### src/rtl/pip_pkg.sv
// Shared encodings for the pipeline hazard controller.
// Holds the rdmuxSel LOAD code, forwarding select codes, FSM states,
// shadow-stage record layouts and the register-write hit helper.
package pip_pkg;

  // Write-back select value that marks a load in EX.
  localparam logic [1:0] LOAD      = 2'b01;

  // ALU operand source selects.
  localparam logic [1:0] FWD_REG   = 2'b00;
  localparam logic [1:0] FWD_EXMEM = 2'b10;
  localparam logic [1:0] FWD_MEMWB = 2'b01;

  typedef enum logic [1:0] {
    RUN      = 2'd0,
    MEM_WAIT = 2'd1,
    REDIRECT = 2'd2
  } hz_state_e;

  // Shadow copy of the EX/MEM register fields relevant to hazards.
  typedef struct packed {
    logic [4:0] rd;
    logic       we;
    logic       ld;
  } exmem_t;

  // Shadow copy of the MEM/WB register fields relevant to hazards.
  typedef struct packed {
    logic [4:0] rd;
    logic       we;
  } memwb_t;

  // A downstream writer supplies rs when it really writes a non-x0 register.
  function automatic logic wr_hit(input logic [4:0] rd, input logic we,
                                  input logic [4:0] rs);
    return we && (rd != 5'd0) && (rd == rs);
  endfunction

endpackage

### src/rtl/pip_fwd_unit.sv
// Forwarding select for one ALU operand: EX/MEM result wins over MEM/WB.
// Latency: purely combinational, zero cycles.
// Backpressure: none; follows the shadow registers held by the parent.
// Ports: rs_ad_i operand address in EX; exmem_*/memwb_* shadow writer info;
//        fwd_sel_o operand source select (FWD_REG/FWD_EXMEM/FWD_MEMWB).
module pip_fwd_unit
  import pip_pkg::*;
(
  input  logic [4:0] rs_ad_i,
  input  logic [4:0] exmem_rd_i,
  input  logic       exmem_we_i,
  input  logic [4:0] memwb_rd_i,
  input  logic       memwb_we_i,
  output logic [1:0] fwd_sel_o
);

  always_comb begin
    fwd_sel_o = FWD_REG;
    if (wr_hit(exmem_rd_i, exmem_we_i, rs_ad_i)) begin
      fwd_sel_o = FWD_EXMEM;
    end else if (wr_hit(memwb_rd_i, memwb_we_i, rs_ad_i)) begin
      fwd_sel_o = FWD_MEMWB;
    end
  end

endmodule

### src/rtl/pip_hazard_ctrl.sv
// Pipeline hazard controller: forwarding selects, load-use stall, branch
// flush and data-memory wait hold, plus a saturating stall/flush counter.
// Latency: all control outputs are combinational from the current inputs;
// only the shadow stages, FSM state and stall_cnt are registered.
// Backpressure: dm_busy freezes the whole pipe (all enables low, shadow held).
// Ports: clk/rst_n; ID sources (rs*_ad_d, rs*_used_d); ID/EX fields
//        (rs*_ad_p, rd_ad_p, rdEn_p, rdmuxSel_p); branch_taken_ex; dm_busy;
//        stage enables/flush/bubble; fwdA_sel/fwdB_sel; stall_cnt.
module pip_hazard_ctrl
  import pip_pkg::*;
(
  input  logic        clk,
  input  logic        rst_n,
  input  logic [4:0]  rs1_ad_d,
  input  logic [4:0]  rs2_ad_d,
  input  logic        rs1_used_d,
  input  logic        rs2_used_d,
  input  logic [4:0]  rs1_ad_p,
  input  logic [4:0]  rs2_ad_p,
  input  logic [4:0]  rd_ad_p,
  input  logic        rdEn_p,
  input  logic [1:0]  rdmuxSel_p,
  input  logic        branch_taken_ex,
  input  logic        dm_busy,
  output logic        pc_en,
  output logic        if_id_en,
  output logic        if_id_flush,
  output logic        id_ex_en,
  output logic        id_ex_bubble,
  output logic [1:0]  fwdA_sel,
  output logic [1:0]  fwdB_sel,
  output logic [15:0] stall_cnt
);

  exmem_t      exmem_q, exmem_d;
  memwb_t      memwb_q, memwb_d;
  hz_state_e   state_q, state_d;
  logic [15:0] stall_cnt_q, stall_cnt_d;
  logic        load_use;
  logic        stall_evt;

  // The EX/MEM load flag is tracked with the rest of the stage so the shadow
  // mirrors the real register; nothing in this block consumes it yet.
  logic        unused_exmem_ld;
  assign unused_exmem_ld = exmem_q.ld;

  // ---------------------------------------------------------------------------
  // Downstream shadow: advances with the pipe, frozen while memory is busy.
  // ---------------------------------------------------------------------------
  always_comb begin
    exmem_d = exmem_q;
    memwb_d = memwb_q;
    if (!dm_busy) begin
      exmem_d.rd = rd_ad_p;
      exmem_d.we = rdEn_p;
      exmem_d.ld = (rdmuxSel_p == LOAD);
      memwb_d.rd = exmem_q.rd;
      memwb_d.we = exmem_q.we;
    end
  end

  always_ff @(posedge clk or negedge rst_n) begin
    if (!rst_n) begin
      exmem_q <= '0;
      memwb_q <= '0;
    end else begin
      exmem_q <= exmem_d;
      memwb_q <= memwb_d;
    end
  end

  // ---------------------------------------------------------------------------
  // Forwarding, one compare unit per ALU operand.
  // ---------------------------------------------------------------------------
  pip_fwd_unit u_fwd_a (
    .rs_ad_i    (rs1_ad_p),
    .exmem_rd_i (exmem_q.rd),
    .exmem_we_i (exmem_q.we),
    .memwb_rd_i (memwb_q.rd),
    .memwb_we_i (memwb_q.we),
    .fwd_sel_o  (fwdA_sel)
  );

  pip_fwd_unit u_fwd_b (
    .rs_ad_i    (rs2_ad_p),
    .exmem_rd_i (exmem_q.rd),
    .exmem_we_i (exmem_q.we),
    .memwb_rd_i (memwb_q.rd),
    .memwb_we_i (memwb_q.we),
    .fwd_sel_o  (fwdB_sel)
  );

  // ---------------------------------------------------------------------------
  // Load-use: the ID instruction needs a value still being loaded in EX.
  // Masked in REDIRECT because ID then holds a flushed NOP.
  // ---------------------------------------------------------------------------
  always_comb begin
    load_use = rdEn_p && (rdmuxSel_p == LOAD) && (rd_ad_p != 5'd0) &&
               ((rs1_used_d && (rs1_ad_d == rd_ad_p)) ||
                (rs2_used_d && (rs2_ad_d == rd_ad_p))) &&
               (state_q != REDIRECT);
  end

  // ---------------------------------------------------------------------------
  // FSM: state register / next state / outputs.
  // ---------------------------------------------------------------------------
  always_ff @(posedge clk or negedge rst_n) begin
    if (!rst_n) begin
      state_q <= RUN;
    end else begin
      state_q <= state_d;
    end
  end

  // A branch held in EX across a memory wait is taken on the first free cycle.
  always_comb begin
    state_d = state_q;
    case (state_q)
      RUN: begin
        if (dm_busy)              state_d = MEM_WAIT;
        else if (branch_taken_ex) state_d = REDIRECT;
      end
      MEM_WAIT: begin
        if (!dm_busy) state_d = branch_taken_ex ? REDIRECT : RUN;
      end
      REDIRECT: begin
        if (dm_busy)              state_d = MEM_WAIT;
        else if (branch_taken_ex) state_d = REDIRECT;
        else                      state_d = RUN;
      end
      default: state_d = RUN;
    endcase
  end

  // Outputs react to the live inputs so stalls and flushes cost no extra cycle;
  // reset forces the free-running values regardless of what inputs show.
  always_comb begin
    pc_en        = 1'b1;
    if_id_en     = 1'b1;
    if_id_flush  = 1'b0;
    id_ex_en     = 1'b1;
    id_ex_bubble = 1'b0;
    if (!rst_n) begin
      pc_en        = 1'b1;
    end else if (dm_busy) begin
      pc_en        = 1'b0;
      if_id_en     = 1'b0;
      id_ex_en     = 1'b0;
    end else if (branch_taken_ex) begin
      if_id_flush  = 1'b1;
      id_ex_bubble = 1'b1;
    end else if (load_use) begin
      pc_en        = 1'b0;
      if_id_en     = 1'b0;
      id_ex_bubble = 1'b1;
    end
  end

  // ---------------------------------------------------------------------------
  // Stall/flush cycle counter, saturating.
  // ---------------------------------------------------------------------------
  assign stall_evt = !pc_en || if_id_flush;

  always_comb begin
    stall_cnt_d = stall_cnt_q;
    if (stall_evt && (stall_cnt_q != 16'hFFFF)) begin
      stall_cnt_d = stall_cnt_q + 16'd1;
    end
  end

  always_ff @(posedge clk or negedge rst_n) begin
    if (!rst_n) begin
      stall_cnt_q <= '0;
    end else begin
      stall_cnt_q <= stall_cnt_d;
    end
  end

  assign stall_cnt = stall_cnt_q;

endmodule

### config.mk
export PLATFORM = sky130hd
export DESIGN_NAME = pip_hazard_ctrl
export DESIGN_NICKNAME = d
export VERILOG_FILES = /design/src/rtl/pip_pkg.sv /design/src/rtl/pip_fwd_unit.sv /design/src/rtl/pip_hazard_ctrl.sv
export SDC_FILE = /design/constraint.sdc
export NUM_CORES = 1
export LEC_CHECK = 0
export BUFFER_PORTS_ARGS = -buffer_cell sky130_fd_sc_hd__buf_2
export CAP_MARGIN = 25
export CORE_MARGIN = 2
export CORE_UTILIZATION = 54
export DETAILED_ROUTE_END_ITERATION = 12
export PLACE_DENSITY = 0.84
export SLEW_MARGIN = 20
export SYNTH_ARGS = -nofsm -noshare
export SYNTH_HDL_FRONTEND = slang
export SYNTH_SLANG_ARGS = --single-unit
### constraint.sdc
create_clock -name clk -period 4.3 [get_ports clk]
set_input_delay 0.86 -clock clk [delete_from_list [all_inputs] [get_ports clk]]
set_output_delay 0.86 -clock clk [all_outputs]
set_load 0.01 [all_outputs]
# Word-level counts from Yosys, hierarchy flattened
# Cells that the tools add are included.
dict set report word_totals {
  reg_bits 30
  inputBits 34
}
dict set report op_classes {
  add_sub_neg 1
  n_eq_ne 13
  mux 23
  reduce_logical 21
}
# cell n
set ops {}
lappend ops {{5-bit equality test} 6}
lappend ops {{16-bit by 1-bit adder with 16-bit output, second input constant} 1}
lappend ops {{16-bit inequality test, second input constant} 1}
lappend ops {{1-bit two-way mux} 15}
lappend ops {{5-bit nonzero test} 3}
lappend ops {{2-bit two-way mux} 7}
lappend ops {{1-bit logical AND} 13}
lappend ops {{2-bit case mux with 3 select lines} 1}
lappend ops {{2-bit by 1-bit equality test with 1-bit output, second input constant} 2}
lappend ops {{2-bit inequality test, second input constant} 2}
lappend ops {{3-bit inequality test, second input constant} 1}
lappend ops {{2-bit equality test, second input constant} 1}
lappend ops {{2-bit zero test} 1}
lappend ops {{1-bit logical OR} 2}
lappend ops {{2-bit AND reduction} 1}
lappend ops {{1-bit zero test} 1}

# Depth between registers and ports, before layout
dict set report logic_depth {
  depth_word 12
  ltp_mapped 7
  mapped_depth_nobuf 6
}

# Cells and area by module
# Synthesis repeated with hierarchy kept, for this count alone.
dict set report hier_totals {
  cells_unflattened 171
  area_unflattened_um2 1826.8
}
# module instances cells_each area_per_inst_um2 seq_area_each_um2
set modules_own_cells {}
lappend modules_own_cells {pip_hazard_ctrl 1 131 1524.0 750.7}
lappend modules_own_cells {pip_fwd_unit 2 20 151.4 0.0}

# Worst setup path before layout
# No wires, ideal clock.
dict set report synth_path {
  kind {input port to output port}
  start {input port rd_ad_p[1]}
  end {output port pc_en}
  arrival_time_ps 1853
  path_slack_ps 1587
  path_stages 7
  path_cell_list {xnor2_1 nand4_1 o22ai_2 nand2_1 nor2_1 o21ai_0 buf_4}
}
dict set report synth_between {
  elab_chain_len 9
  elab_cells_between_ends 13
  classes_between {2 x eq/ne; 4 x mux; 7 x reduce/logical}
}
# item line
set synth_lines {}
lappend synth_lines {{from (decl)} pip_hazard_ctrl.sv:20} ;# input logic [4:0] rd_ad_p,
lappend synth_lines {{5-bit equality test (on tied branches)} {pip_hazard_ctrl.sv:99, pip_hazard_ctrl.sv:100}}
lappend synth_lines {{1-bit logical AND (on tied branches)} {pip_hazard_ctrl.sv:99, pip_hazard_ctrl.sv:100}}
lappend synth_lines {{1-bit logical OR} pip_hazard_ctrl.sv:99} ;# ((rs1_used_d && (rs1_ad_d == rd_ad_p)) ||
lappend synth_lines {{1-bit logical AND *} pip_hazard_ctrl.sv:98} ;# load_use = rdEn_p && (rdmuxSel_p == LOAD) && (rd_ad_p != 5'd0) &&
lappend synth_lines {{1-bit logical AND *} pip_hazard_ctrl.sv:100} ;# (rs2_used_d && (rs2_ad_d == rd_ad_p))) &&
lappend synth_lines {{1-bit two-way mux * (4 in a row)} --}
lappend synth_lines {{to (decl)} pip_hazard_ctrl.sv:25} ;# output logic pc_en,
# Every way passes the cells marked *; elsewhere a longest branch is shown, timed or not.

# Worst setup path in the final report
dict set report layout_path {
  start {register exmem_q[2] (netlist bit)}
  end {output port fwdA_sel[0]}
}
dict set report layout_between {
  elab_chain_len 4
  elab_cells_between_ends 5
  classes_between {1 x eq/ne; 1 x mux; 3 x reduce/logical}
}
# item line
set layout_lines {}
lappend layout_lines {{from (decl)} pip_hazard_ctrl.sv:35} ;# exmem_t exmem_q, exmem_d;
lappend layout_lines {{from (signal assigned)} pip_hazard_ctrl.sv:67} ;# exmem_q <= exmem_d;
lappend layout_lines {{5-bit nonzero test} pip_pkg.sv:36} ;# return we && (rd != 5'd0) && (rd == rs);
lappend layout_lines {{1-bit logical AND} pip_pkg.sv:36}
lappend layout_lines {{1-bit logical AND *} pip_pkg.sv:36}
lappend layout_lines {{2-bit two-way mux *} pip_fwd_unit.sv:19} ;# if (wr_hit(exmem_rd_i, exmem_we_i, rs_ad_i)) begin
lappend layout_lines {{to (decl)} pip_hazard_ctrl.sv:30} ;# output logic [1:0] fwdA_sel,
# Marked as above.

==> impl_results.html <==
<table>
<tr><th>Metric</th><th>Value</th></tr>
<tr><th colspan="2">CTS</th></tr>
<tr><td>CTS H-Tree Depth</td><td>2</td></tr>
<tr><td>Reg clk slew, reported paths</td><td>90 ps</td></tr>
<tr><td>CTS max path bufs</td><td>2</td></tr>
<tr><td>Num CTS Buffers</td><td>5</td></tr>
<tr><td>Sink count of the clock tree</td><td>30</td></tr>
<tr><td>Post-cts gate resize count</td><td>0</td></tr>
<tr><td>CTS root buffer</td><td>clkbuf_4</td></tr>
<tr><td>Insertion delay of the later-clocked pin in the worst-skew pair</td><td>330 ps</td></tr>
<tr><td>CTS tree</td><td>built</td></tr>
<tr><td>Hold bufs inserted after CTS</td><td>0</td></tr>
<tr><td>Post-CTS setup buffer count</td><td>0</td></tr>
<tr><th colspan="2">Global route</th></tr>
<tr><td>Global Route Usage Sum</td><td>0.203</td></tr>
<tr><td>Global-route congestion overflow total</td><td>0</td></tr>
<tr><td>Largest net degree at the start of global routing</td><td>37</td></tr>
<tr><td>Initial antenna violation count</td><td>0</td></tr>
<tr><td>Vias in the first global route</td><td>1406</td></tr>
<tr><td>Global-route wire length before repair</td><td>6220 µm</td></tr>
<tr><th colspan="2">Power and ir drop</th></tr>
<tr><td>Leakage power figure</td><td>0.978 nW</td></tr>
<tr><td>Max VDD drop</td><td>0.356 mV</td></tr>
<tr><td>Pwr dens</td><td>369 nW/µm²</td></tr>
<tr><th colspan="2">Timing</th></tr>
<tr><td>Final setup margin</td><td>1270 ps</td></tr>
<tr><td>RSZ-0062 raised after global routing</td><td>false</td></tr>
<tr><td>Layout Skew</td><td>7.39 ps</td></tr>
<tr><td>Setup tns final</td><td>0 ps</td></tr>
<tr><td>Final setup viols</td><td>0</td></tr>
<tr><td>Share of the cycle needed by the critical path after routing</td><td>0.705</td></tr>
<tr><td>Endpoints failing hold</td><td>0</td></tr>
<tr><td>Worst slew pin tran</td><td>507 ps</td></tr>
<tr><td>Final Max Tran Viols</td><td>0</td></tr>
<tr><td>Final min period</td><td>3030 ps</td></tr>
<tr><td>Relative slew margins</td><td>0.661</td></tr>
<tr><td>Fmax</td><td>0.330 GHz</td></tr>
<tr><th colspan="2">Route</th></tr>
<tr><td>Vias</td><td>1456</td></tr>
<tr><td>Number of violations reported at the end of detailed-routing iteration 0</td><td>64</td></tr>
<tr><td>Post-DR wirelength/cell</td><td>13.3 µm</td></tr>
<tr><td>Number of routed nets with antenna violations</td><td>0</td></tr>
<tr><td>Sum of routed wire length over all layers</td><td>3640 µm</td></tr>
<tr><td>Post-detailed-route via-to-cell ratio</td><td>5.29</td></tr>
<tr><td>First drt pass iteration count</td><td>4</td></tr>
<tr><td>Remaining DRCs</td><td>0</td></tr>
<tr><th colspan="2">Die</th></tr>
<tr><td>Core box area</td><td>3280 µm²</td></tr>
<tr><td>Starting Density</td><td>0.555</td></tr>
<tr><td>Number of ports placed on the die boundary</td><td>59</td></tr>
<tr><td>Die area</td><td>3860 µm²</td></tr>
<tr><td>Std cell rows</td><td>21</td></tr>
<tr><td>Vertical die dimension</td><td>62.1 µm</td></tr>
<tr><td>Width of the die</td><td>62.1 µm</td></tr>
<tr><th colspan="2">Synth</th></tr>
<tr><td>Post-synthesis mux area share</td><td>0.0865</td></tr>
<tr><td>Post-synthesis compound-gate area fraction</td><td>0.0467</td></tr>
<tr><td>Mapped Cells</td><td>168</td></tr>
<tr><td>Area of the mapped netlist</td><td>1820 µm²</td></tr>
<tr><td>Area share of fa/ha/maj cells after synthesis</td><td>0.00686</td></tr>
<tr><td>XOR/XNOR Fraction of Synth Area</td><td>0.207</td></tr>
<tr><td>Share of synthesized area occupied by flip-flops and latches</td><td>0.412</td></tr>
<tr><td>Count of different cell masters after synthesis</td><td>38</td></tr>
<tr><td>Area share of and/or/nand/nor cells after synthesis</td><td>0.214</td></tr>
<tr><td>Post-synthesis register bit count</td><td>30</td></tr>
<tr><td>Mean instance size in the synthesized netlist</td><td>10.9 µm²</td></tr>
<tr><td>Dominant combinational cell family by area after synthesis</td><td>simple AND/OR/NAND/NOR gates</td></tr>
<tr><td>Post-Syn Nets</td><td>203</td></tr>
<tr><td>Count of synthesis-stage warnings from yosys</td><td>0</td></tr>
<tr><th colspan="2">Final layout</th></tr>
<tr><td>Layout cell share with drive strength beyond 1</td><td>0.397</td></tr>
<tr><td>Highest-count cells in the layout ignoring fill and taps</td><td>buf_2, dfrtp_1, xor2_1</td></tr>
<tr><td>Most frequent standard cell in the layout excluding fill and tap cells</td><td>buf_2</td></tr>
<tr><td>Area grow syn2layout</td><td>20.0%</td></tr>
<tr><td>Inserted Diodes</td><td>0</td></tr>
<tr><td>Net count of the finished layout</td><td>264</td></tr>
<tr><td>Summed area of non-filler cells in the final layout</td><td>2190 µm²</td></tr>
<tr><th colspan="2">Outcome</th></tr>
<tr><td>Result of the run</td><td>completed</td></tr>
<tr><th colspan="2">Place</th></tr>
<tr><td>Port Buffers</td><td>58</td></tr>
<tr><td>Post-DP HPWL</td><td>2710 µm</td></tr>
<tr><td>Instance area at placement</td><td>2140 µm²</td></tr>
<tr><td>Post-place setup slack</td><td>1440 ps</td></tr>
<tr><td>Final weighted congestion in routability-driven placement</td><td>0.807</td></tr>
<tr><th colspan="2">Critical path</th></tr>
<tr><td>Worst setup path category</td><td>reg2out</td></tr>
<tr><td>Critical path required time</td><td>3440 ps</td></tr>
<tr><td>Peak fanout along the critical path</td><td>5</td></tr>
<tr><td>Depth of the worst register-to-register path</td><td>6</td></tr>
<tr><td>Worst setup SP type</td><td>register</td></tr>
<tr><td>Worst path arrival time</td><td>2170 ps</td></tr>
<tr><td>Critical Path Sink Type</td><td>output port</td></tr>
<tr><th colspan="2">Min path</th></tr>
<tr><td>Classification of the worst-slack hold path</td><td>reg2reg</td></tr>
<tr><td>Number of cells on the worst hold path</td><td>1</td></tr>
<tr><th colspan="2">Job</th></tr>
<tr><td>Max-capacitance violation count</td><td>0</td></tr>
</table>
==> power by group <==
group | internal, mW | switching [mW] | total (mW)
registers | 0.337 | 0.0730 | 0.410
logic | 0.119 | 0.127 | 0.246
clock network | 0.0615 | 0.0903 | 0.152
total | 0.518 | 0.290 | 0.808
==> cell type report <==
type,instances,area [µm²]
Fill cell,260,1100
Tap cell,46,57.6
Inverter,4,15.0
Timing Repair Buffer,59,298
Sequential cell,30,751
Multi-Input combinational cell,129,1020
Clock buffer,7,45.0
==> cell families (layout without fill, tap and decap cells) <==
| group | Yosys count | in the layout |
|---|---|---|
| AND/OR/NAND/NOR | 60 | 60 |
| buffers and inverters | 9 | 70 |
| flip-flops | 30 | 30 |
| multiplexers | 14 | 14 |
| AO/OA/AOI/OAI | 11 | 11 |
| XOR/XNOR | 43 | 43 |
| adder cells (fa/ha/maj) | 1 | 1 |
==> worst max-delay path, cell delays in order (launching register included) <==
cell and delay (ps):
dfrtp_1 460, or4_1 530, o21ai_0 270, nor4_1 120, nor4_1 290, buf_2 180
==> through the flow <==
| stage | power [mW] | utilization | hold slack [ps] | cells |
|---|---|---|---|---|
| 2_1_floorplan | 0.560 | - | 436 | 168 |
| 3_3_place_gp | 0.656 | 0.653 | 455 | 268 |
| 3_5_place_dp | 0.664 | 0.653 | 470 | 268 |
| 4_1_cts | 0.814 | 0.666 | 485 | 275 |
| 5_1_grt | 0.860 | 0.666 | 521 | 275 |
| 6_report | 0.808 | 0.666 | 486 | 275 |
==> layer usage <==
metal  vias to the layer above  track usage  part of all wire
li1                        714            -                 -
met1                       689        0.263              0.47
met2                        44        0.321              0.45
met3                         9       0.0435             0.055
met4                         0        0.108             0.023
met5                         -            0                 0
==> path summary, 6_finish.rpt <==
check / start / endpoint / slack, ps
max in group asynchronous: rst_n / exmem_q[3] / 3460
worst min-delay path: state_q[1] / state_q[0] / 490
worst min register to register: state_q[1] / state_q[0] / 490
worst max-delay path: exmem_q[2] / fwdA_sel[0] / 1270
worst max register to register: stall_cnt[0] / stall_cnt[1] / 2140
min in group asynchronous: rst_n / stall_cnt[6] / 540
==> state kept, by name, indices dropped and copies added, names as in the netlist <==
signal and cells:
stall_cnt 16, memwb_q 6, exmem_q 6, state_q 2
==> cells in the mapped netlist, drive strengths merged <==
cell type,instances,area [µm²]
nand3,9,50.1
buf,5,35.0
mux2,14,158
o22ai,1,12.5
a21boi,1,7.51
nor2,4,17.5
xnor2,19,166
inv,4,15.0
or4,3,22.5
nor2b,1,6.26
nand2b,1,6.26
nor4b,2,23.8
nand2,14,52.6
ha,1,12.5
o2111ai,1,8.76
nand3b,1,7.51
nor3,6,30.0
and2,1,7.51
nor4,11,106
o21ai,4,20.0
xor2,24,210
and4,2,20.0
dfrtp,30,751
nor3b,2,15.0
a21oi,2,21.3
nand4,3,25.0
a211oi,2,15.0
Note: power is estimated with default switching activity, not from simulation.
